<file path="config.mk">
export PLATFORM = sky130hd
export DESIGN_NAME = conversor_bin_bcd
export DESIGN_NICKNAME = d
export VERILOG_FILES = /design/src/rtl/conversor_bin_bcd.sv
export SDC_FILE = /design/constraint.sdc
export NUM_CORES = 1
export LEC_CHECK = 0
export ABC_CLOCK_PERIOD_IN_PS = 3300
export BUFFER_PORTS_ARGS = -buffer_cell sky130_fd_sc_hd__clkbuf_2
export CAP_MARGIN = 20
export CORE_UTILIZATION = 55
export DETAILED_ROUTE_END_ITERATION = 10
export PLACE_DENSITY = 0.77
export SETUP_SLACK_MARGIN = 0.5
export SLEW_MARGIN = 5
export SYNTH_ARGS = -nofsm -noshare
export SYNTH_HDL_FRONTEND = slang
export SYNTH_SLANG_ARGS = --single-unit
</file>
<file path="constraint.sdc">
create_clock -name clk -period 3.3 [get_ports clk]
set_input_delay 0.66 -clock clk [delete_from_list [all_inputs] [get_ports clk]]
set_output_delay 0.66 -clock clk [all_outputs]
set_load 0.01 [all_outputs]
</file>
<file path="src/rtl/conversor_bin_bcd.sv">
// Sequential binary-to-BCD converter (double dabble), one input bit per clock.
// Produces the packed [centena][dezena][unidade] word with a start/busy/done handshake.
module conversor_bin_bcd #(
  parameter int LARGURA = 10
) (
  input  logic               clk,
  input  logic               reset,
  input  logic               iniciar,
  input  logic [LARGURA-1:0] valor_bin,
  output logic [11:0]        bits_out,
  output logic               pronto,
  output logic               ocupado,
  output logic               estouro
);

  localparam int CW = $clog2(LARGURA + 1);
  localparam logic [CW-1:0] ULTIMO = CW'(LARGURA - 1);

  typedef enum logic {OCIOSO, CONVERTE} estado_t;

  estado_t            estado_reg;
  logic [LARGURA-1:0] v_reg;
  logic [LARGURA-1:0] v_sat;
  logic               ovf_next;
  logic               ovf_reg;
  logic [11:0]        scratch_reg;
  logic [11:0]        scratch_adj;
  logic [11:0]        scratch_next;
  logic [CW-1:0]      contador_reg;

  // Only a 10-bit input can exceed 999; narrower inputs never saturate.
  generate
    if (LARGURA >= 10) begin : g_sat
      assign ovf_next = (valor_bin > LARGURA'(999));
      assign v_sat    = ovf_next ? LARGURA'(999) : valor_bin;
    end else begin : g_nosat
      assign ovf_next = 1'b0;
      assign v_sat    = valor_bin;
    end
  endgenerate

  // Add-3 correction per digit, no carry between digits.
  genvar gi;
  generate
    for (gi = 0; gi < 3; gi++) begin : g_digito
      assign scratch_adj[4*gi+3:4*gi] = (scratch_reg[4*gi+3:4*gi] >= 4'd5)
                                        ? scratch_reg[4*gi+3:4*gi] + 4'd3
                                        : scratch_reg[4*gi+3:4*gi];
    end
  endgenerate

  assign scratch_next = {scratch_adj[10:0], v_reg[LARGURA-1]};

  always_ff @(posedge clk) begin
    if (!reset) begin
      estado_reg   <= OCIOSO;
      v_reg        <= '0;
      ovf_reg      <= 1'b0;
      scratch_reg  <= 12'h000;
      contador_reg <= '0;
      bits_out     <= 12'h000;
      pronto       <= 1'b0;
      ocupado      <= 1'b0;
      estouro      <= 1'b0;
    end else begin
      pronto <= 1'b0;
      case (estado_reg)
        OCIOSO: begin
          if (iniciar) begin
            v_reg        <= v_sat;
            ovf_reg      <= ovf_next;
            scratch_reg  <= 12'h000;
            contador_reg <= '0;
            ocupado      <= 1'b1;
            estado_reg   <= CONVERTE;
          end
        end
        CONVERTE: begin
          scratch_reg  <= scratch_next;
          v_reg        <= {v_reg[LARGURA-2:0], 1'b0};
          contador_reg <= contador_reg + CW'(1);
          if (contador_reg == ULTIMO) begin
            bits_out   <= scratch_next;
            estouro    <= ovf_reg;
            pronto     <= 1'b1;
            ocupado    <= 1'b0;
            estado_reg <= OCIOSO;
          end
        end
        default: estado_reg <= OCIOSO;
      endcase
    end
  end

endmodule

</file>
==> metrics, run 1 <==
via-per-instance ratio 5.496; via count 1550; Startpoint Class flop; final worst slack 1.604 ns; most frequent cells in the layout dfxtp_1, a21oi_1, clkbuf_2; largest net degree at the start of global routing 45; Slew HR 53.11%; Die Y 61.29 um; Syn Std Cell Area 1933 um2; Post-DRT Antenna Nets 0; Avg Cell Area, Syn 9.118 um2; Worst Hold Launch bits_out[6]; Clock Latency Late Sink 0.35 ns; Layout Utilization 63.24%; H-tree levels 2; CP required 3.55 ns; GR Overflow Total 0; sequential cell area fraction in the yosys report 44.53%; maxcap violations 0; area leader, netlist dfxtp_1; Hold Crit Class reg -> reg; fin. max-slew vios 0; power density over cell area 422.7 nW/um2; Post-Synthesis Cells 212; TritonCTS Buffers 5; P&R area growth vs syn 10.03%; simple-gate share of the synthesized area 16.76%; CTS tree built; clk sink count 43; I/O pins 28; Final Hold Fails 0; TNS Setup 0 ns; drt drc 0; Starting Density 57.48%; RePlAce Congestion 0.7476; Setup Buffers After CTS 0; share of post-route cells with drive strength above 1 18.64%; Syn Nets 233; Clock Path Buffers 2; hold_buf cts 0; initial antenna violation count 0; crit share post-route 51.39%; worst r2r src contador_reg[1]; Setup crit end kind flop; Pre-antenna DRT Iters 4; worst slew pin tran 0.7025 ns; worst vdd ir 0.2969 mV; final setup violating endpoints 0; commonest non-fill, non-tap cell in the layout dfxtp_1; synth top area cells dfxtp_1, a21oi_1, ha_1, mux2i_1, nor3b_1; main combinational cell family by area after synthesis compound AO/OA/AOI/OAI gates; clk slew on worst S/H paths 0.12 ns; Compound-Gate Fraction of Synth Area 18.90%; Synth Register Bits 43; vias in the first global route 1389; final WL 3.664 mm; Initial DRC Count 71; Leak Pwr 0.8040 nW; PortBufs 27; post-CTS sizing 0; Setup crit start contador_reg[1]; Synth warnings 0; top cell type's share of synthesized area 44.53%; Tot GR Track Use 22.56%; chip width 61.29 um; DP Wirelength 2.509 mm; die area 3756 um2; critical path class reg -> reg; ANT cells 0; Max Clk Rate 589.7 MHz; CTS root buf clkbuf_4; unrepaired setup endpoints after global routing false; final net count 256; mux cell area share after synthesis 7.055%; first-pass GRT wire length 6.141 mm; critical path arrival 1.95 ns; minimum clock period 1.696 ns; CP max FO 12; Synth Area in Adders 5.178%; Netlist cell types 32; core area 3363 um2; Routed wire per std cell 12.99 um; outcome finished, final reports clean; xor-xnor portion of the synthesized cell area 1.359%; Fin Clk Skew 0.009736 ns; row cnt 21; DP Worst Slack 1.379 ns
[worst max-delay path: stages (launching register included)]
cell     delay (ns)
dfxtp_1        0.40
inv_1          0.07
ha_1           0.18
and4b_4        0.23
nand2_1        0.34
inv_1          0.16
a22o_1         0.21
[final cells by class]
| class | count | area, um2 |
|---|---|---|
| Fill cell | 323 | 1236 |
| Inverter | 12 | 45.04 |
| Sequential cell | 43 | 860.8 |
| Timing Repair Buffer | 28 | 142.6 |
| Tap cell | 46 | 57.56 |
| Clock buffer | 8 | 68.82 |
| Multi-Input combinational cell | 145 | 952.2 |
[synthesized netlist by cell type (all sizes together)]
| master | n |
|---|---|
| dfxtp | 43 |
| a21oi | 27 |
| o21ai | 18 |
| nor2 | 16 |
| nand2 | 14 |
| inv | 12 |
| buf | 11 |
| nor3b | 10 |
| ha | 8 |
| mux2i | 8 |
| o32ai | 8 |
| nand2b | 6 |
| nand3 | 6 |
| mux2 | 5 |
| nor3 | 3 |
| xnor2 | 3 |
| a22o | 2 |
| nor2b | 2 |
| a2111oi | 1 |
| a41oi | 1 |
| and3 | 1 |
| and4b | 1 |
| clkbuf | 1 |
| nand3b | 1 |
| o2111a | 1 |
| o2111ai | 1 |
| o21a | 1 |
| or3 | 1 |
[logic make-up after synthesis]
logic type,Yosys count
buf+inv,24
simple gates,61
flops,43
fa+ha+maj,8
mux,13
compound gates,60
xor+xnor,3
[per-stage QoR]
step	instances	area, um2	total power, mW	hold slack, ns
after floorplan	212	1933	0.6039	0.4432
after global placement	274	2058	0.6191	0.4339
after detailed placement	274	2058	0.6216	0.4387
after CTS	282	2127	0.9047	0.4561
after global routing	282	2127	0.9477	0.4765
final	282	2127	0.8990	0.4503
[path summary, 6_finish.rpt]
check	to	slack, ns	cells after the start
max	bits_out[0]	1.60	6
min	bits_out[6]	0.45	2
max reg2reg	bits_out[0]	1.60	6
min reg2reg	bits_out[6]	0.45	2
[where the power goes]
group          total (mW)  switching [mW]  internal, mW
sequential          0.538         0.00719         0.530
clock               0.289           0.164         0.126
combinational      0.0724          0.0444        0.0279
total               0.899           0.215         0.684
[routing by layer]
layer / part of all wire [%] / global-route usage (%) / wire (um) / vias to the layer above
li1: - / - / - / 790
met1: 47 / 29.68 / 1739 / 729
met2: 47 / 34.47 / 1732 / 23
met3: 3.7 / 6.933 / 136 / 8
met4: 1.5 / 9.416 / 55 / 0
met5: 0 / 0 / 0 / -
Note: power is estimated with default switching activity, not from simulation.
==> run 2, diff against run 1 <==
--- a/config.mk
+++ b/config.mk
@@ -5,7 +5,8 @@
 export SDC_FILE = /design/constraint.sdc
 export NUM_CORES = 1
 export LEC_CHECK = 0
-export ABC_CLOCK_PERIOD_IN_PS = 3300
+export ABC_AREA = 1
+export ABC_CLOCK_PERIOD_IN_PS = 1740
 export BUFFER_PORTS_ARGS = -buffer_cell sky130_fd_sc_hd__clkbuf_2
 export CAP_MARGIN = 20
 export CORE_UTILIZATION = 55
==> constraint.sdc (replaced) <==
create_clock -name clk -period 1.74 [get_ports clk]
set_input_delay 0.348 -clock clk [delete_from_list [all_inputs] [get_ports clk]]
set_output_delay 0.348 -clock clk [all_outputs]
set_load 0.01 [all_outputs]
==> run 2 against run 1 <==
  * Synthesized cell count increased by 28%
  * Largest power group unchanged
  * Synthesized area increased by 2.5%
  * Power increased by 100%
  * Critical endpoint is now estouro
  * Critical path type is now reg -> out
==> metrics, run 2 <==
area leader, netlist dfxtp_1; Syn Std Cell Area 1981 um2; most frequent cells in the layout nand2_1, dfxtp_1, clkbuf_2; ANT cells 0; outcome finished, final reports clean; Clock Latency Late Sink 0.36 ns; clk sink count 43; GR Overflow Total 0; DP Wirelength 2.778 mm; Startpoint Class flop; Layout Utilization 76.63%; via-per-instance ratio 5.255; Post-synth ARST share 0%; share of post-route cells with drive strength above 1 38.36%; EDFF count, synth 0; worst slew pin tran 0.3917 ns; slowest CP cell dfxtp_1; row cnt 21; Die Y 62.01 um; commonest non-fill, non-tap cell in the layout nand2_1; Syn Nets 293; Leak Pwr 1.210 nW; CP max FO 2; first-pass GRT wire length 6.541 mm; Max Clk Rate 807.5 MHz; Netlist cell types 21; CP max stage delay 0.39 ns; Synth Register Bits 43; Slew HR 73.85%; Initial DRC Count 71; critical path class reg -> out; final WL 4.670 mm; Setup crit end kind primary output; Most used DFF post-synth dfxtp_1; CTS root buf clkbuf_4; Starting Density 58.43%; Avg Cell Area, Syn 7.282 um2; Synth top cells by count nand2_1, dfxtp_1, inv_1; fin. max-slew vios 0; sequential cell area fraction in the yosys report 43.46%; die area 3845 um2; H-tree levels 2; RePlAce Congestion 0.7758; Hold Crit Class in -> reg; Routed wire per std cell 12.83 um; Post-DRT Antenna Nets 0; maxcap violations 0; synth top area cells dfxtp_1, nand2_1, nand3_1, a21oi_1, ha_1; core area 3390 um2; via count 1913; final net count 338; largest net degree at the start of global routing 20; most frequent cell after synthesis nand2_1; initial antenna violation count 0; PortBufs 27; TNS Setup 0 ns; chip width 62.01 um; critical path arrival 0.89 ns; top cell type's share of synthesized area 43.46%; worst vdd ir 0.5979 mV; CTS tree built; TritonCTS Buffers 5; worst-path cell chain clkbuf_2; unrepaired setup endpoints after global routing true; Final Hold Fails 0; Fin Clk Skew 0.009347 ns; Post-Synthesis Cells 272; WP buf/inv 1; crit-path leading delay family flip-flops; P&R area growth vs syn 31.14%; vias in the first global route 1562; Synth warnings 0; minimum clock period 1.238 ns; Clock Path Buffers 2; Pre-antenna DRT Iters 5; final setup violating endpoints 0; crit share post-route 71.17%; CP required 1.39 ns; I/O pins 28; clk slew on worst S/H paths 0.12 ns; drt drc 0; Tot GR Track Use 23.58%; power density over cell area 698.5 nW/um2
run 2: cell count changes after synthesis, moves of 7 or more:
| cell | before | now |
|---|---|---|
| nand4_1 | 0 | 7 |
| nand2_1 | 14 | 94 |
| a21oi_1 | 27 | 20 |
| nand3_1 | 6 | 24 |
| inv_1 | 12 | 26 |
| nor2_1 | 15 | 6 |
| o21ai_1 | 10 | 0 |
| o32ai_1 | 8 | 0 |
| o21ai_0 | 8 | 15 |
| nor3b_1 | 10 | 0 |
run 2: where the power goes:
group	internal (mW)	switching (mW)
logic	0.0755	0.0961
clock network	0.302	0.319
registers	1.00	0.0190
run 2: kinds of logic after synthesis:
family,after synthesis,share of synthesized area (%)
mux,2,1.011
fa+ha+maj,8,5.054
flops,43,43.46
buf+inv,39,8.717
compound gates,41,11.06
simple gates,139,30.70
run 2: worst reg2reg max path: stages, from the launching register on:
cell	delay [ns]
dfxtp_4	0.45
nor2_4	0.07
buf_4	0.15
buf_4	0.13
a22oi_1	0.13
nand2_1	0.08
nand2_1	0.07
inv_1	0.04
run 2: final timing paths:
check / startpoint / to / slack [ns] / cells after the start
max: estouro / estouro / 0.50 / 1
min: valor_bin[4] / v_reg[4] / 0.24 / 3
max reg2reg: estado_reg / v_reg[8] / 0.53 / 7
min reg2reg: bits_out[8] / bits_out[8] / 0.46 / 2
run 2: cell type report:
type	count	area [um2]
Inverter	30	125.1
Tap cell	46	57.56
Multi-Input combinational cell	190	1135
Clock buffer	5	37.54
Sequential cell	43	883.3
Timing Repair Buffer	47	315.3
Clock inverter	3	43.79
Fill cell	254	792.0
run 2: through the flow:
| step | hold WS, ns | instance area (um2) | worst slack, ns | total power, mW | cells |
|---|---|---|---|---|---|
| final | 0.2401 | 2597 | 0.5017 | 1.814 | 364 |
| after global routing | 0.2406 | 2597 | 0.4618 | 1.883 | 364 |
| after CTS | 0.2310 | 2335 | 0.4970 | 1.800 | 356 |
| after detailed placement | 0.4407 | 2128 | 0.3387 | 1.165 | 338 |
| after global placement | 0.4421 | 2128 | 0.3140 | 1.165 | 338 |
| after floorplan | 0.4384 | 1981 | 0.5437 | 1.134 | 272 |
run 2: per-layer routing:
metal	wire, um	vias to the layer above	GRT usage, %
li1	-	975	-
met1	2090	874	30.50
met2	2270	51	38.75
met3	216	13	3.727
met4	93	0	10.48
met5	0	-	0
run 2: what timing repair did:
item | CTS | global route
resized for setup | 17 | 62
gates cloned | 0 | 1
setup buffers | 10 | 7
pin swaps | 4 | 13
setup endpoints to repair | 29 | 31
hold buffers | 0 | 0
==> run 3, diff against run 2 <==
--- a/config.mk
+++ b/config.mk
@@ -6,12 +6,12 @@
 export NUM_CORES = 1
 export LEC_CHECK = 0
 export ABC_AREA = 1
-export ABC_CLOCK_PERIOD_IN_PS = 1740
+export ABC_CLOCK_PERIOD_IN_PS = 1100
 export BUFFER_PORTS_ARGS = -buffer_cell sky130_fd_sc_hd__clkbuf_2
 export CAP_MARGIN = 20
-export CORE_UTILIZATION = 55
+export CORE_UTILIZATION = 50
 export DETAILED_ROUTE_END_ITERATION = 10
-export PLACE_DENSITY = 0.77
+export PLACE_DENSITY = 0.74
 export SETUP_SLACK_MARGIN = 0.5
 export SLEW_MARGIN = 5
 export SYNTH_ARGS = -nofsm -noshare
==> constraint.sdc (replaced) <==
create_clock -name clk -period 1.1 [get_ports clk]
set_input_delay 0.22 -clock clk [delete_from_list [all_inputs] [get_ports clk]]
set_output_delay 0.22 -clock clk [all_outputs]
set_load 0.01 [all_outputs]
==> run 3 against run 2 <==
  * The run now ends with negative setup slack left
  * Via count increased by 12%
  * Combinational power increased to 2.5 times the previous value
  * Routed wire length increased by 30%
  * Clock power increased by 140%
  * Worst hold slack got worse by 0.048 ns
  * Die area increased by 9.7%
  * Critical path type is now reg -> reg
  * Largest power group unchanged
==> metrics, run 3 (synthesis results as in run 2) <==
slowest CP cell dfxtp_2; commonest non-fill, non-tap cell in the layout nand2_1; critical path arrival 1.47 ns; Comb pwr share 12.5%; drt drc 0; I/O pins 28; hold path depth 3; worst-path cell chain inv_2 -> ha_4 -> inv_4 -> nand2_2 -> mux2i_1 -> nand2_1 -> a21oi_1; final worst slack -0.1483 ns; die area 4217 um2; CTS tree built; row cnt 22; via count 2135; failing checks negative setup slack; final WL 6.054 mm; internal power 2.705 mW; critical path class reg -> reg; Critical Path Stages 7; initial antenna violation count 0; Die Y 64.94 um; chip width 64.94 um; TritonCTS Buffers 5; first-pass GRT wire length 7.900 mm; Max Clk Rate 801.1 MHz; worst slew pin tran 0.3989 ns; Clock Path Buffers 2; GR Overflow Total 0; DP Worst Slack -0.08145 ns; final net count 361; final instance area 3212 um2; CP max FO 3; Worst R2R Path Depth 7; Layout Utilization 85.80%; Final Hold Fails 0; Routed wire per std cell 15.56 um; ANT cells 0; Post-DRT Antenna Nets 0; Clock Latency Late Sink 0.30 ns; sequential power share 45.9%; vias in the first global route 1872; Setup crit end kind flop; CP required 1.32 ns; Hold Crit Class in -> reg; clk sink count 43; Sw Pwr 0.8123 mW; minimum clock period 1.248 ns; clk slew on worst S/H paths 0.08 ns; most frequent cells in the layout nand2_1, buf_4, dfxtp_1; final total power 3.517 mW; DP Wirelength 3.266 mm; CP max stage delay 0.37 ns; P&R area growth vs syn 62.16%; core area 3744 um2; outcome finished with violations; placed cell areas 2502 um2; Tot GR Track Use 24.67%; switch share 23.10%; worst vdd ir 0.9169 mV; Initial DRC Count 147; crit-path leading delay family flip-flops; largest net degree at the start of global routing 20; Starting Density 52.91%; maxcap violations 0; CTS root buf clkbuf_8; final setup violating endpoints 32; RePlAce Congestion 0.8021; clock power share 41.7%; fin. max-slew vios 0; H-tree levels 2; crit share post-route 113.5%; TNS Setup -1.673 ns; unrepaired setup endpoints after global routing true; via-per-instance ratio 5.488; share of post-route cells with drive strength above 1 56.01%; Slew HR 73.37%; Pre-antenna DRT Iters 4; Fin Clk Skew 0.005894 ns; WP buf/inv 2; power density over cell area 1095 nW/um2; Startpoint Class flop; PortBufs 27; Leak Pwr 1.456 nW
run 3: changes by cell type in the layout (fill, tap and decap cells not counted), moves of 9 or more:
cell / previous run / this run
buf_6: 0 / 20
clkbuf_2: 27 / 13
buf_4: 18 / 29
nand2_1: 77 / 66
dfxtp_1: 31 / 21
a21oi_1: 16 / 7
a21oi_2: 4 / 13
dfxtp_2: 9 / 18
nand3_1: 17 / 8
run 3: power by group through the flow:
stage | clock network [mW] | logic [mW] | registers [mW]
after floorplan | 0 | 0.187 | 1.65
after global placement | 0 | 0.288 | 1.65
after detailed placement | 0 | 0.293 | 1.65
after CTS | 1.48 | 0.323 | 1.61
after global routing | 1.54 | 0.465 | 1.62
final | 1.47 | 0.438 | 1.61
run 3: through the flow:
| stage | hold slack, ns | std cells |
|---|---|---|
| final | 0.1919 | 389 |
| after global routing | 0.1903 | 389 |
| after CTS | 0.1578 | 380 |
| after detailed placement | 0.4335 | 367 |
| after global placement | 0.4327 | 367 |
| after floorplan | 0.3706 | 272 |
run 3: layout make-up:
type                            instances  area, um2
Clock inverter                          2      60.06
Inverter                               30      135.1
Timing Repair Buffer                   70      648.1
Fill cell                             176      531.8
Sequential cell                        43      898.4
Clock buffer                            6      72.57
Multi-Input combinational cell        190       1338
Tap cell                               48      60.06
run 3: worst paths after layout:
check | startpoint | slack (ns) | to
worst max-delay path | scratch_reg[8] | -0.15 | scratch_reg[11]
worst min-delay path | valor_bin[4] | 0.19 | v_reg[4]
worst max register to register | scratch_reg[8] | -0.15 | scratch_reg[11]
worst min register to register | bits_out[8] | 0.45 | bits_out[8]
run 3: repair_timing:
item | 4_1_cts | 5_1_grt
hold buffers | 0 | 0
setup buffers | 5 | 8
setup endpoints to repair | 58 | 58
resized for setup | 62 | 75
pin swaps | 25 | 9
cloned | 0 | 1
run 3: metal layers:
layer	routed length [um]	part of all wire, %	vias up	global-route usage (%)
met5	0	0	-	0
met4	167	2.8	0	8.889
met3	330	5.5	18	4.401
met2	3105	51	91	44.66
met1	2450	40	1003	28.59
li1	-	-	1023	-
run 3: tightest hold or removal path, cell delays in order:
cell and delay (ns):
clkbuf_2 0.10, nand3_2 0.07, a21oi_2 0.05
